## src/rtl/multicycle_control.sv

```systemverilog
// Multicycle RISC-V control unit. One FSM steps each instruction through
// fetch, decode and a short execute sequence on a shared ALU and a single
// memory port. Memory phases stall on mem_ready_i. Outputs decode the current
// state, with a few of them qualified by the inputs.
module multicycle_control #(
    parameter int ALU_CTRL_W  = 3,
    parameter int EXT_ALU     = 0,
    parameter int SUPPORT_BNE = 0
) (
    input  logic                  clk_i,
    input  logic                  rst_i,
    input  logic [6:0]            op_i,
    input  logic [2:0]            funct3_i,
    input  logic                  funct7_i,
    input  logic                  zero_i,
    input  logic                  mem_ready_i,
    output logic                  pc_write_o,
    output logic                  adr_src_o,
    output logic                  mem_write_o,
    output logic                  ir_write_o,
    output logic [1:0]            result_src_o,
    output logic [1:0]            alu_src_a_o,
    output logic [1:0]            alu_src_b_o,
    output logic [ALU_CTRL_W-1:0] alu_control_o,
    output logic [1:0]            imm_src_o,
    output logic                  reg_write_o,
    output logic                  illegal_o,
    output logic                  instr_done_o
);

    typedef enum logic [3:0] {
        FETCH, DECODE, MEMADR, MEMREAD, MEMWB, MEMWRITE,
        EXECR, EXECI, ALUWB, BRANCH, JAL
    } state_e;

    localparam logic [6:0] OP_LOAD   = 7'b0000011;
    localparam logic [6:0] OP_STORE  = 7'b0100011;
    localparam logic [6:0] OP_R      = 7'b0110011;
    localparam logic [6:0] OP_I      = 7'b0010011;
    localparam logic [6:0] OP_BRANCH = 7'b1100011;
    localparam logic [6:0] OP_JAL    = 7'b1101111;

    localparam logic [3:0] ALU_ADD = 4'b0000;
    localparam logic [3:0] ALU_SUB = 4'b0001;
    localparam logic [3:0] ALU_AND = 4'b0010;
    localparam logic [3:0] ALU_OR  = 4'b0011;
    localparam logic [3:0] ALU_XOR = 4'b0100;
    localparam logic [3:0] ALU_SLT = 4'b0101;
    localparam logic [3:0] ALU_SLL = 4'b0110;
    localparam logic [3:0] ALU_SRL = 4'b0111;
    localparam logic [3:0] ALU_SRA = 4'b1000;

    state_e     state_q, state_d;
    logic [3:0] alu_code;
    logic [3:0] funct_alu;
    logic       funct_ok;
    logic       br_ok;

    // State register; reset lands in FETCH regardless of the memory handshake.
    always_ff @(posedge clk_i) begin
        if (rst_i) state_q <= FETCH;
        else       state_q <= state_d;
    end

    // Funct decode for the two EXEC states; unknown funct3 falls back to add.
    always_comb begin
        funct_alu = ALU_ADD;
        funct_ok  = 1'b1;
        case (funct3_i)
            3'b000: funct_alu = (state_q == EXECR && funct7_i) ? ALU_SUB : ALU_ADD;
            3'b010: funct_alu = ALU_SLT;
            3'b110: funct_alu = ALU_OR;
            3'b111: funct_alu = ALU_AND;
            3'b100: if (EXT_ALU != 0) funct_alu = ALU_XOR; else funct_ok = 1'b0;
            3'b001: if (EXT_ALU != 0) funct_alu = ALU_SLL; else funct_ok = 1'b0;
            3'b101: if (EXT_ALU != 0) funct_alu = funct7_i ? ALU_SRA : ALU_SRL;
                    else funct_ok = 1'b0;
            default: funct_ok = 1'b0;
        endcase
    end

    // beq is always decodable; bne only when the build enables it.
    assign br_ok = (funct3_i == 3'b000) || ((SUPPORT_BNE != 0) && (funct3_i == 3'b001));

    // Next-state and output decode; write enables are suppressed under reset.
    always_comb begin
        state_d      = state_q;
        pc_write_o   = 1'b0;
        adr_src_o    = 1'b0;
        mem_write_o  = 1'b0;
        ir_write_o   = 1'b0;
        result_src_o = 2'b00;
        alu_src_a_o  = 2'b00;
        alu_src_b_o  = 2'b00;
        alu_code     = ALU_ADD;
        imm_src_o    = 2'b00;
        reg_write_o  = 1'b0;
        illegal_o    = 1'b0;
        instr_done_o = 1'b0;
        case (state_q)
            FETCH: begin
                alu_src_b_o  = 2'b10;
                result_src_o = 2'b10;
                ir_write_o   = mem_ready_i;
                pc_write_o   = mem_ready_i;
                if (mem_ready_i) state_d = DECODE;
            end
            DECODE: begin
                alu_src_a_o = 2'b01;
                alu_src_b_o = 2'b01;
                imm_src_o   = 2'b10;
                case (op_i)
                    OP_LOAD, OP_STORE: state_d = MEMADR;
                    OP_R:              state_d = EXECR;
                    OP_I:              state_d = EXECI;
                    OP_JAL:            state_d = JAL;
                    OP_BRANCH: begin
                        if (br_ok) state_d = BRANCH;
                        else begin
                            state_d   = FETCH;
                            illegal_o = 1'b1;
                        end
                    end
                    default: begin
                        state_d   = FETCH;
                        illegal_o = 1'b1;
                    end
                endcase
            end
            MEMADR: begin
                alu_src_a_o = 2'b10;
                alu_src_b_o = 2'b01;
                imm_src_o   = op_i[5] ? 2'b01 : 2'b00;
                state_d     = op_i[5] ? MEMWRITE : MEMREAD;
            end
            MEMREAD: begin
                adr_src_o = 1'b1;
                if (mem_ready_i) state_d = MEMWB;
            end
            MEMWB: begin
                result_src_o = 2'b01;
                reg_write_o  = 1'b1;
                instr_done_o = 1'b1;
                state_d      = FETCH;
            end
            MEMWRITE: begin
                adr_src_o    = 1'b1;
                mem_write_o  = 1'b1;
                instr_done_o = mem_ready_i;
                if (mem_ready_i) state_d = FETCH;
            end
            EXECR, EXECI: begin
                alu_src_a_o = 2'b10;
                alu_src_b_o = (state_q == EXECI) ? 2'b01 : 2'b00;
                alu_code    = funct_alu;
                illegal_o   = !funct_ok;
                state_d     = ALUWB;
            end
            ALUWB: begin
                reg_write_o  = 1'b1;
                instr_done_o = 1'b1;
                state_d      = FETCH;
            end
            BRANCH: begin
                alu_src_a_o  = 2'b10;
                alu_code     = ALU_SUB;
                pc_write_o   = (funct3_i == 3'b001) ? !zero_i : zero_i;
                instr_done_o = 1'b1;
                state_d      = FETCH;
            end
            JAL: begin
                alu_src_a_o = 2'b01;
                alu_src_b_o = 2'b10;
                pc_write_o  = 1'b1;
                imm_src_o   = 2'b11;
                state_d     = ALUWB;
            end
            default: state_d = FETCH;
        endcase
        if (rst_i) begin
            state_d      = FETCH;
            pc_write_o   = 1'b0;
            mem_write_o  = 1'b0;
            ir_write_o   = 1'b0;
            reg_write_o  = 1'b0;
            illegal_o    = 1'b0;
            instr_done_o = 1'b0;
        end
    end

    assign alu_control_o = ALU_CTRL_W'(alu_code);

endmodule

```

## config.mk

```make
export PLATFORM = sky130hd
export DESIGN_NAME = multicycle_control
export DESIGN_NICKNAME = d
export VERILOG_FILES = /design/src/rtl/multicycle_control.sv
export SDC_FILE = /design/constraint.sdc
export NUM_CORES = 1
export LEC_CHECK = 0
export BUFFER_PORTS_ARGS = -buffer_cell sky130_fd_sc_hd__buf_2
export CAP_MARGIN = 20
export CORE_MARGIN = 2
export CORE_UTILIZATION = 35
export CTS_CLUSTER_SIZE = 12
export DETAILED_ROUTE_END_ITERATION = 6
export PLACE_DENSITY = 0.69
export SETUP_SLACK_MARGIN = 0.15
export SLEW_MARGIN = 15
export SYNTH_ARGS = -nofsm -noshare
export SYNTH_HDL_FRONTEND = slang
export SYNTH_SLANG_ARGS = --single-unit
export TNS_END_PERCENT = 5
```

## constraint.sdc

```tcl
create_clock -name clk_i -period 1.28 [get_ports clk_i]
set_input_delay 0 -clock clk_i [delete_from_list [all_inputs] [get_ports clk_i]]
set_output_delay 0 -clock clk_i [all_outputs]
set_load 0.02 [all_outputs]
```

==> run metrics, run 1 <==
I/O Pins 33; RSZ-0062 raised after global routing true; Area Growth Syn to Fin 66.8%; layout cells sized above 1 53.7%; Final Skew 0.000941 ns; Die W between 40 and 50 um; max reg flops 4; via count 919; DR vias/cell 5.34; largest family of logic cells by synthesized area simple AND/OR/NAND/NOR gates; Root Driver clkbuf_4; Final Util a little over three fifths; wire length per cell 12.7 um; VDD IR max 0.346 mV; routability congestion estimate 0.851; Worst EP arrival 1.45 ns; clk slew on worst S/H paths about 0.040 ns; Remaining DRCs 0; adder and majority gate portion of the synthesized area 0%; nets@finish 164; worst skew pair latency 0.24 ns; DRT iter0 DRCs 20; Syn Nets 115; Setup-failing EPs final 11; CP Launch Type register; YS warnings 0; largest net degree at the start of global routing 11; Final ANT Viol Nets 0; outcome finished with violations; period utilisation layout 113%; Clock Path Buffers 2; die area 0.00224 mm^2; max_cap viols 0; Logic pwr share 55.2%; Internal approximately 0.00042 W; delay-heaviest family, CP compound AO/OA/AOI/OAI gates; diode count 0; violated checks setup timing; power per cell area 623 mW/mm^2; post-placement cell count approximately 170; sequential-to-total area share from yosys stat 12.2%; XOR/XNOR share of the synthesized area 2.67%; pin slew with the least headroom to its limit 0.447 ns; commonest cells after routing, fill and taps aside buf_4, buf_2, nor2_1, nand2_1, a21oi_1; Hold Crit Class in -> reg; Simple-Gate Fraction of Synth Area about 43%; crit-path cells nor3_1, o311ai_0, o32ai_2, buf_2; CP peak stage delay 0.36 ns; Fin. Hold Viols 0; hold_sp rst_i; Top reg by flops state_q; Slowest-stage cell, CP dfxtp_4; Setup WS post-layout -0.167 ns; Critical R2R Launch state_q[1]; top flop regs state_q: 4 flops; worst-path fanout max 6; global-route wire length before repair 3440 um; TritonRoute pass-1 iters 4; H-tree depth 1; CTS sink count 4; HPWL reported at the end of detailed placement approximately 1700 um; Final min period 1.45 ns; Starting Density between 30% and 40%; number of global-route vias before repair 777; PortBufs 32; Non-Filler Instances 172; Final Slew Violations 0; Die Y 47.3 um; Worst setup EP type primary output; CTS tree done; total gr overflow 0; leakage power 0.471 nW; synthesized area 656 um^2; initial antenna violation count 0; Clock Power Share 24.1%; Slew headroom 70.1%; Cell Rows 15; crit path buf inv count 1; Seq cells post-synth 4; post-synthesis compound-gate area fraction 30.9%; Syn Inst Count 100; syn avg cell area between 6 and 7 um^2; Crit. Startpoint state_q[3]; most common cell after layout, fill and taps aside buf_4; f_max around 690 MHz; post-synthesis mux area share 0%; switching power 0.000265 W; GRT Total Usage 21.6%; core area 0.00175 mm^2; switching fraction of total power 38.9%; TritonCTS Buffers 3; count of cell types in the netlist 39; CP Class reg -> out; setup TNS -0.974 ns; sequential power share 20.7%; WP data required 1.28 ns; routed wire length roughly 2200 um
metal layers:
metal	global-route usage, %	part of all wire, %	vias up
met3	4.62	7.0	2
met2	35.1	48	38
li1	-	-	465
met4	5.00	0.46	0
met5	0	0	-
met1	29.0	44	414
timing repair:
action / CTS / global route
pin swaps: 4 / 3
hold buffers: 0 / 0
resized for setup: 25 / 8
setup endpoints to repair: 22 / 22
setup buffers: 2 / 1
final timing paths:
kind	endpoint	slack [ns]	cells after the start
worst max-delay path	illegal_o	-0.17	4
worst min-delay path	state_q[2]	0.08	2
worst max register to register	state_q[2]	0	5
worst min register to register	state_q[1]	0.61	3
stage by stage:
step	power, W	instance area (um^2)	hold slack, ns	setup slack (ns)
2_1_floorplan	0.000349	707	0.0831	-0.00814
3_3_place_gp	0.000465	957	0.299	-0.0688
3_5_place_dp	0.000470	957	0.303	-0.0697
4_1_cts	0.000672	1070	0.0655	-0.167
5_1_grt	0.000727	1090	0.0933	-0.235
6_report	0.000681	1090	0.0815	-0.167
logic make-up after synthesis:
logic type / Yosys count
AO/OA/AOI/OAI: 30
XOR/XNOR: 2
flip-flops: 4
AND/OR/NAND/NOR: 52
buffers and inverters: 12
power groups by stage:
stage,combinational [W],sequential (W),clock [W]
2_1_floorplan,0.000212,0.000137,0
3_3_place_gp,0.000320,0.000145,0
3_5_place_dp,0.000324,0.000145,0
4_1_cts,0.000368,0.000139,0.000166
5_1_grt,0.000408,0.000142,0.000177
6_report,0.000376,0.000141,0.000164
worst register-to-register path, stage by stage, from the launching register on:
cell,delay (ns)
dfxtp_4,0.35
buf_4,0.15
nand2b_4,0.16
buf_4,0.14
or3_1,0.30
a21oi_1,0.12
area by class of cell:
class	count	area [um^2]
clock buffers	3	22.5
well taps	25	31.3
multi-input cells	84	576
flip-flops and latches	4	90.1
repair buffers	53	363
inverters	3	11.3
fillers	176	652
cell usage after synthesis:
cell,n,area [um^2]
nor2_1,14,52.6
a21oi_1,9,45.0
nand2_1,9,33.8
nor3_1,7,35.0
o21ai_0,7,35.0
dfxtp_1,4,80.1
nand2b_1,4,25.0
buf_4,3,22.5
inv_1,3,11.3
nor2b_1,3,18.8
o32ai_1,3,26.3
and3_1,2,12.5
buf_2,2,10.0
clkbuf_1,2,7.51
nand3b_1,2,15.0
nor3b_1,2,15.0
o311ai_0,2,17.5
a2111oi_0,1,8.76
a211oi_1,1,7.51
a211oi_2,1,12.5
a31oi_1,1,6.26
a32oi_1,1,8.76
a41oi_1,1,8.76
buf_6,1,11.3
clkbuf_8,1,13.8
nand2b_2,1,8.76
nand3_1,1,5.00
nand4bb_1,1,11.3
nor4_1,1,6.26
o211ai_1,1,7.51
o22ai_1,1,6.26
o22ai_2,1,12.5
or2_2,1,6.26
or2b_1,1,7.51
or3_1,1,6.26
or3_4,1,11.3
or3b_1,1,8.76
xnor2_1,1,8.76
xor2_1,1,8.76
(Power assumes the default switching activity.)
==> run 2, diff against run 1 <==
HOLD_SLACK_MARGIN = 0.02   (was unset)
PLACE_DENSITY = 0.67   (was 0.69)
RECOVER_POWER = 50   (was unset)
clock period = 1.84 ns   (was 1.28 ns; I/O delays follow)
==> run metrics, run 2 (synthesized netlist as in run 1, its figures left out) <==
Worst setup EP type primary output (unchanged); period utilisation layout between 90 and 100%; Worst EP arrival 1.67 ns (was 1.45 ns); Slowest-stage cell, CP dfxtp_1 (was dfxtp_4); core area 0.00175 mm^2 (unchanged); number of global-route vias before repair 754 (was 777); Final Slew Violations 0 (unchanged); CTS sink count 4 (unchanged); via count 880 (was 919); routed wire length 1950 um (was 2180 um); CP Class reg -> out (unchanged); Remaining DRCs 0 (unchanged); area of the multi-input gates 498 um^2 (was 576 um^2); setup TNS 0 ns (was -0.974 ns); Final Util 47.0% (was 62.7%); diode count 0 (unchanged); Final ANT Viol Nets 0 (unchanged); VDD IR max 0.194 mV (was 0.346 mV); most used cell along the critical path clkbuf_1; layout cells sized above 1 29.5% (was 53.7%); total gr overflow 0 (unchanged); delay-heaviest family, CP buffers and inverters (was compound AO/OA/AOI/OAI gates); PortBufs 32 (unchanged); Root Driver clkbuf_4 (unchanged); HPWL reported at the end of detailed placement 1470 um (was 1670 um); DR vias/cell 5.71 (was 5.34); worst skew pair latency 0.24 ns (about the same); Top reg by flops state_q (unchanged); nets@finish 146 (was 164); Final Skew 0.00349 ns (was 0.000941 ns); worst-path fanout max 13 (was 6); Clock Path Buffers 2 (unchanged); Filler cells 190 (was 176); Hold Crit Class in -> reg (unchanged); Setup-failing EPs final 0 (was 11); I/O Pins 33 (unchanged); Slew headroom 66.5% (was 70.1%); Starting Density 37.6% (unchanged); Cell Rows 15 (unchanged); crit path buf inv count 2 (was 1); H-tree depth 1 (unchanged); max reg flops 4 (unchanged); TritonCTS Buffers 3 (unchanged); TritonRoute pass-1 iters 4 (unchanged); pin slew with the least headroom to its limit 0.502 ns (was 0.447 ns); Die W 47.3 um (unchanged); outcome finished clean (was finished with violations); Final min period 1.67 ns; Area Growth Syn to Fin 25.2% (was 66.8%); power per cell area 482 mW/mm^2 (was 623 mW/mm^2); crit-path cells clkbuf_1, a21oi_1, nor2_1, clkbuf_1 (was nor3_1, o311ai_0, o32ai_2, buf_2); CP peak stage delay 0.46 ns (was 0.36 ns); largest net degree at the start of global routing 19 (was 11); DRT iter0 DRCs 40 (was 20); leakage power 0.334 nW (was 0.471 nW); post-CTS setup buffers 0 (was 2); clk slew on worst S/H paths 0.04 ns (about the same); CP Launch Type register (unchanged); max_cap viols 0 (unchanged); f_max 598 MHz; register area 86.3 um^2 (was 90.1 um^2); Fin. Hold Viols 0 (unchanged); global-route wire length before repair 3150 um (was 3440 um); commonest cells after routing, fill and taps aside buf_2, nor2_1, nand2_1, a21oi_1 (was buf_4, buf_2, nor2_1, nand2_1, a21oi_1); CTS tree done (unchanged); die area 0.00224 mm^2 (unchanged); WP data required 1.84 ns (was 1.28 ns); initial antenna violation count 0 (unchanged); Setup WS post-layout 0.168 ns (was -0.167 ns); Die Y 47.3 um (unchanged); wire length per cell 12.6 um (was 12.7 um); RSZ-0062 raised after global routing true (unchanged); routability congestion estimate 0.905 (was 0.851); GRT Total Usage 19.4% (was 21.6%); top flop regs state_q: 4 flops (unchanged); most common cell after layout, fill and taps aside buf_2 (was buf_4); pre-CTS setup slack 0.248 ns (was -0.0697 ns)
run 2: stage by stage:
stage	cells	total power [W]	cell area (um^2)	hold slack (ns)
after floorplan	100	0.000231	657	0.0831
after global placement	151	0.000285	806	0.300
after detailed placement	151	0.000288	806	0.304
after CTS	154	0.000406	831	0.0463
after global routing	154	0.000429	821	0.0661
final	154	0.000396	821	0.0529
run 2: repair_timing:
| item | in CTS | in global routing |
|---|---|---|
| hold buffers | 0 | 0 |
| endpoints found under the setup margin | 2 | 4 |
| gates resized for setup | 2 | 2 |
| cloned | 0 | 0 |
run 2: worst reg2reg max path, delay by kind of cell (launching register included):
| kind | cells | cell delay (ns) |
|---|---|---|
| flops | 1 | 0.46 |
| compound gates | 3 | 0.45 |
| buf+inv | 1 | 0.44 |
| simple gates | 1 | 0.15 |
run 2: worst paths after layout:
path / startpoint / to / slack [ns] / cells past startpoint
worst max-delay path: state_q[0] / alu_src_a_o[0] / 0.17 / 4
worst min-delay path: rst_i / state_q[0] / 0.05 / 2
worst max register to register: state_q[0] / state_q[2] / 0.24 / 5
worst min register to register: state_q[0] / state_q[1] / 0.65 / 2
run 2: report_power, final:
| group | switching, W | internal (W) | leakage, nW |
|---|---|---|---|
| registers | 0.0000132 | 0.0000907 | 0.0344 |
| logic | 0.000110 | 0.0000676 | 0.285 |
| clock network | 0.0000407 | 0.0000733 | 0.0138 |
run 2: per-layer routing:
metal / routed length (um) / track usage, % / vias up
li1: - / - / 429
met4: 15 / 5.56 / 0
met5: 0 / 0 / -
met3: 159 / 5.38 / 3
met1: 845 / 25.9 / 397
met2: 927 / 30.3 / 51
run 2: final cells by class:
type / instances / share of cell area (%)
inverter: 3 / 1.37
tap: 25 / 3.81
multi-input combinational: 84 / 60.7
timing repair buffer: 35 / 20.9
clock buffer: 3 / 2.74
sequential: 4 / 10.5
==> run 3, diff against run 2 <==
CORE_UTILIZATION = 25   (was 35)
PLACE_DENSITY = 0.52   (was 0.67)
==> run metrics, run 3 (synthesized netlist as in run 1, its figures left out) <==
Worst setup EP type primary output (unchanged); routability congestion estimate 0.780 (was 0.905); worst-path fanout max 10 (was 13); leakage power 0.344 nW (was 0.334 nW); max reg flops 4 (unchanged); total gr overflow 0 (unchanged); Setup-failing EPs final 0 (unchanged); initial antenna violation count 0 (unchanged); die area 0.00305 mm^2 (was 0.00224 mm^2); Post-CTS Hold Fix Bufs 0 (unchanged); via count 844 (was 880); number of global-route vias before repair 726 (was 754); Cell Rows 18 (was 15); HPWL reported at the end of detailed placement 1570 um (was 1470 um); Worst EP arrival 1.59 ns (was 1.67 ns); Final Skew 0.00325 ns (was 0.00349 ns); f_max 627 MHz (was 598 MHz); Area Growth Syn to Fin 27.1% (was 25.2%); CTS sink count 4 (unchanged); H-tree depth 1 (unchanged); WP data required 1.84 ns (about the same); placed cell areas 820 um^2 (was 806 um^2); clk slew on worst S/H paths 0.04 ns (about the same); power per cell area 478 mW/mm^2 (was 482 mW/mm^2); Critical R2R Launch state_q[0] (unchanged); Final ANT Viol Nets 0 (unchanged); Final min period 1.59 ns (was 1.67 ns); DRT iter0 DRCs 35 (was 40); setup TNS 0 ns (unchanged); VDD IR max 0.284 mV (was 0.194 mV); Top reg by flops state_q (unchanged); Remaining DRCs 0 (unchanged); largest net degree at the start of global routing 14 (was 19); Final Cell Area 833 um^2 (was 821 um^2); routed wire length 2000 um (was 1950 um); layout cells sized above 1 30.8% (was 29.5%); RR Endpoint state_q[0] (was state_q[2]); top flop regs state_q: 4 flops (unchanged); Fin. Hold Viols 0 (unchanged); TritonCTS Buffers 3 (unchanged); commonest cells after routing, fill and taps aside buf_2, nor2_1, nand2_1, a21oi_1 (unchanged); Starting Density 26.5% (was 37.6%); Root Driver clkbuf_4 (unchanged); most common cell after layout, fill and taps aside buf_2 (unchanged); Crit. Startpoint state_q[2] (was state_q[0]); Die Y 55.2 um (was 47.3 um); outcome finished clean (unchanged); pin slew with the least headroom to its limit 0.419 ns (was 0.502 ns); GRT Total Usage 13.1% (was 19.4%); DR vias/cell 5.28 (was 5.71); core area 0.00248 mm^2 (was 0.00175 mm^2); post-CTS setup buffers 0 (unchanged); CP Class reg -> out (unchanged); Slew headroom 71.7% (was 66.5%); Hold Crit Class in -> reg (unchanged); global-route wire length before repair 3300 um (was 3150 um); nets@finish 147 (was 146); diode count 0 (unchanged); I/O Pins 33 (unchanged); Die W 55.2 um (was 47.3 um); RSZ-0062 raised after global routing false (was true); R2R Setup Slk 0.30 ns (was 0.24 ns); worst skew pair latency 0.24 ns (about the same); wire length per cell 12.5 um (was 12.6 um); CTS tree done (unchanged); CP Capture Point illegal_o (was alu_src_a_o[0]); TritonRoute pass-1 iters 4 (unchanged); CP Launch Type register (unchanged); WHS 0.0661 ns (was 0.0529 ns); reg2reg path depth 4 (was 5); Final Slew Violations 0 (unchanged); period utilisation layout 86.7% (was 90.9%); max_cap viols 0 (unchanged); PortBufs 32 (unchanged); Clock Path Buffers 2 (unchanged)
run 3: cell types whose count changed in the layout (fill, tap and decap cells not counted), sizes merged:
cell	previous run	this run
buf	28	30
clkbuf	10	9
run 3: worst min path at each step:
stage | slack [ns] | cells past startpoint | to | start
2_1_floorplan | 0.08 | 1 | alu_control_o[2] | funct3_i[2]
3_3_place_gp | 0.30 | 3 | alu_control_o[2] | funct3_i[2]
3_5_place_dp | 0.30 | 3 | alu_control_o[2] | funct3_i[2]
4_1_cts | 0.06 | 2 | state_q[2] | rst_i
5_1_grt | 0.07 | 2 | state_q[2] | rst_i
6_report | 0.07 | 2 | state_q[2] | rst_i
run 3: worst max-delay path: stages (launching register included):
cell and delay, ns:
dfxtp_2 0.40, nor2b_1 0.33, nand2_1 0.12, o32ai_1 0.29, buf_2 0.21
run 3: layout make-up:
cell class | instances | area, um^2
timing repair buffer | 36 | 180
sequential | 4 | 83.8
tap | 30 | 37.5
multi-input combinational | 84 | 498
inverter | 3 | 11.3
fill | 303 | 1640
clock buffer | 3 | 22.5
run 3: per-layer routing:
layer	up-vias	track usage, %	part of all wire [%]
met5	-	0	0
met4	0	2.09	0
met3	0	4.45	8.3
met2	37	20.9	46
met1	380	17.2	46
li1	427	-	-
run 3: stage by stage:
step,cells,total power [W],util [%],setup slack (ns)
2_1_floorplan,100,0.000231,-,0.314
6_report,160,0.000398,33.6,0.246
4_1_cts,160,0.000405,34.0,0.148
3_3_place_gp,157,0.000288,33.1,0.399
5_1_grt,160,0.000433,33.6,0.117
3_5_place_dp,157,0.000288,33.1,0.418
run 3: power by group:
group / switching [W] / internal [W]
Clock: 0.0000425 / 0.0000734
Combinational: 0.000110 / 0.0000677
Sequential: 0.0000123 / 0.0000921
run 3: what timing repair did:
item	4_1_cts	5_1_grt
gates resized for setup	0	4
setup endpoints to repair	1	4
gates cloned	0	0
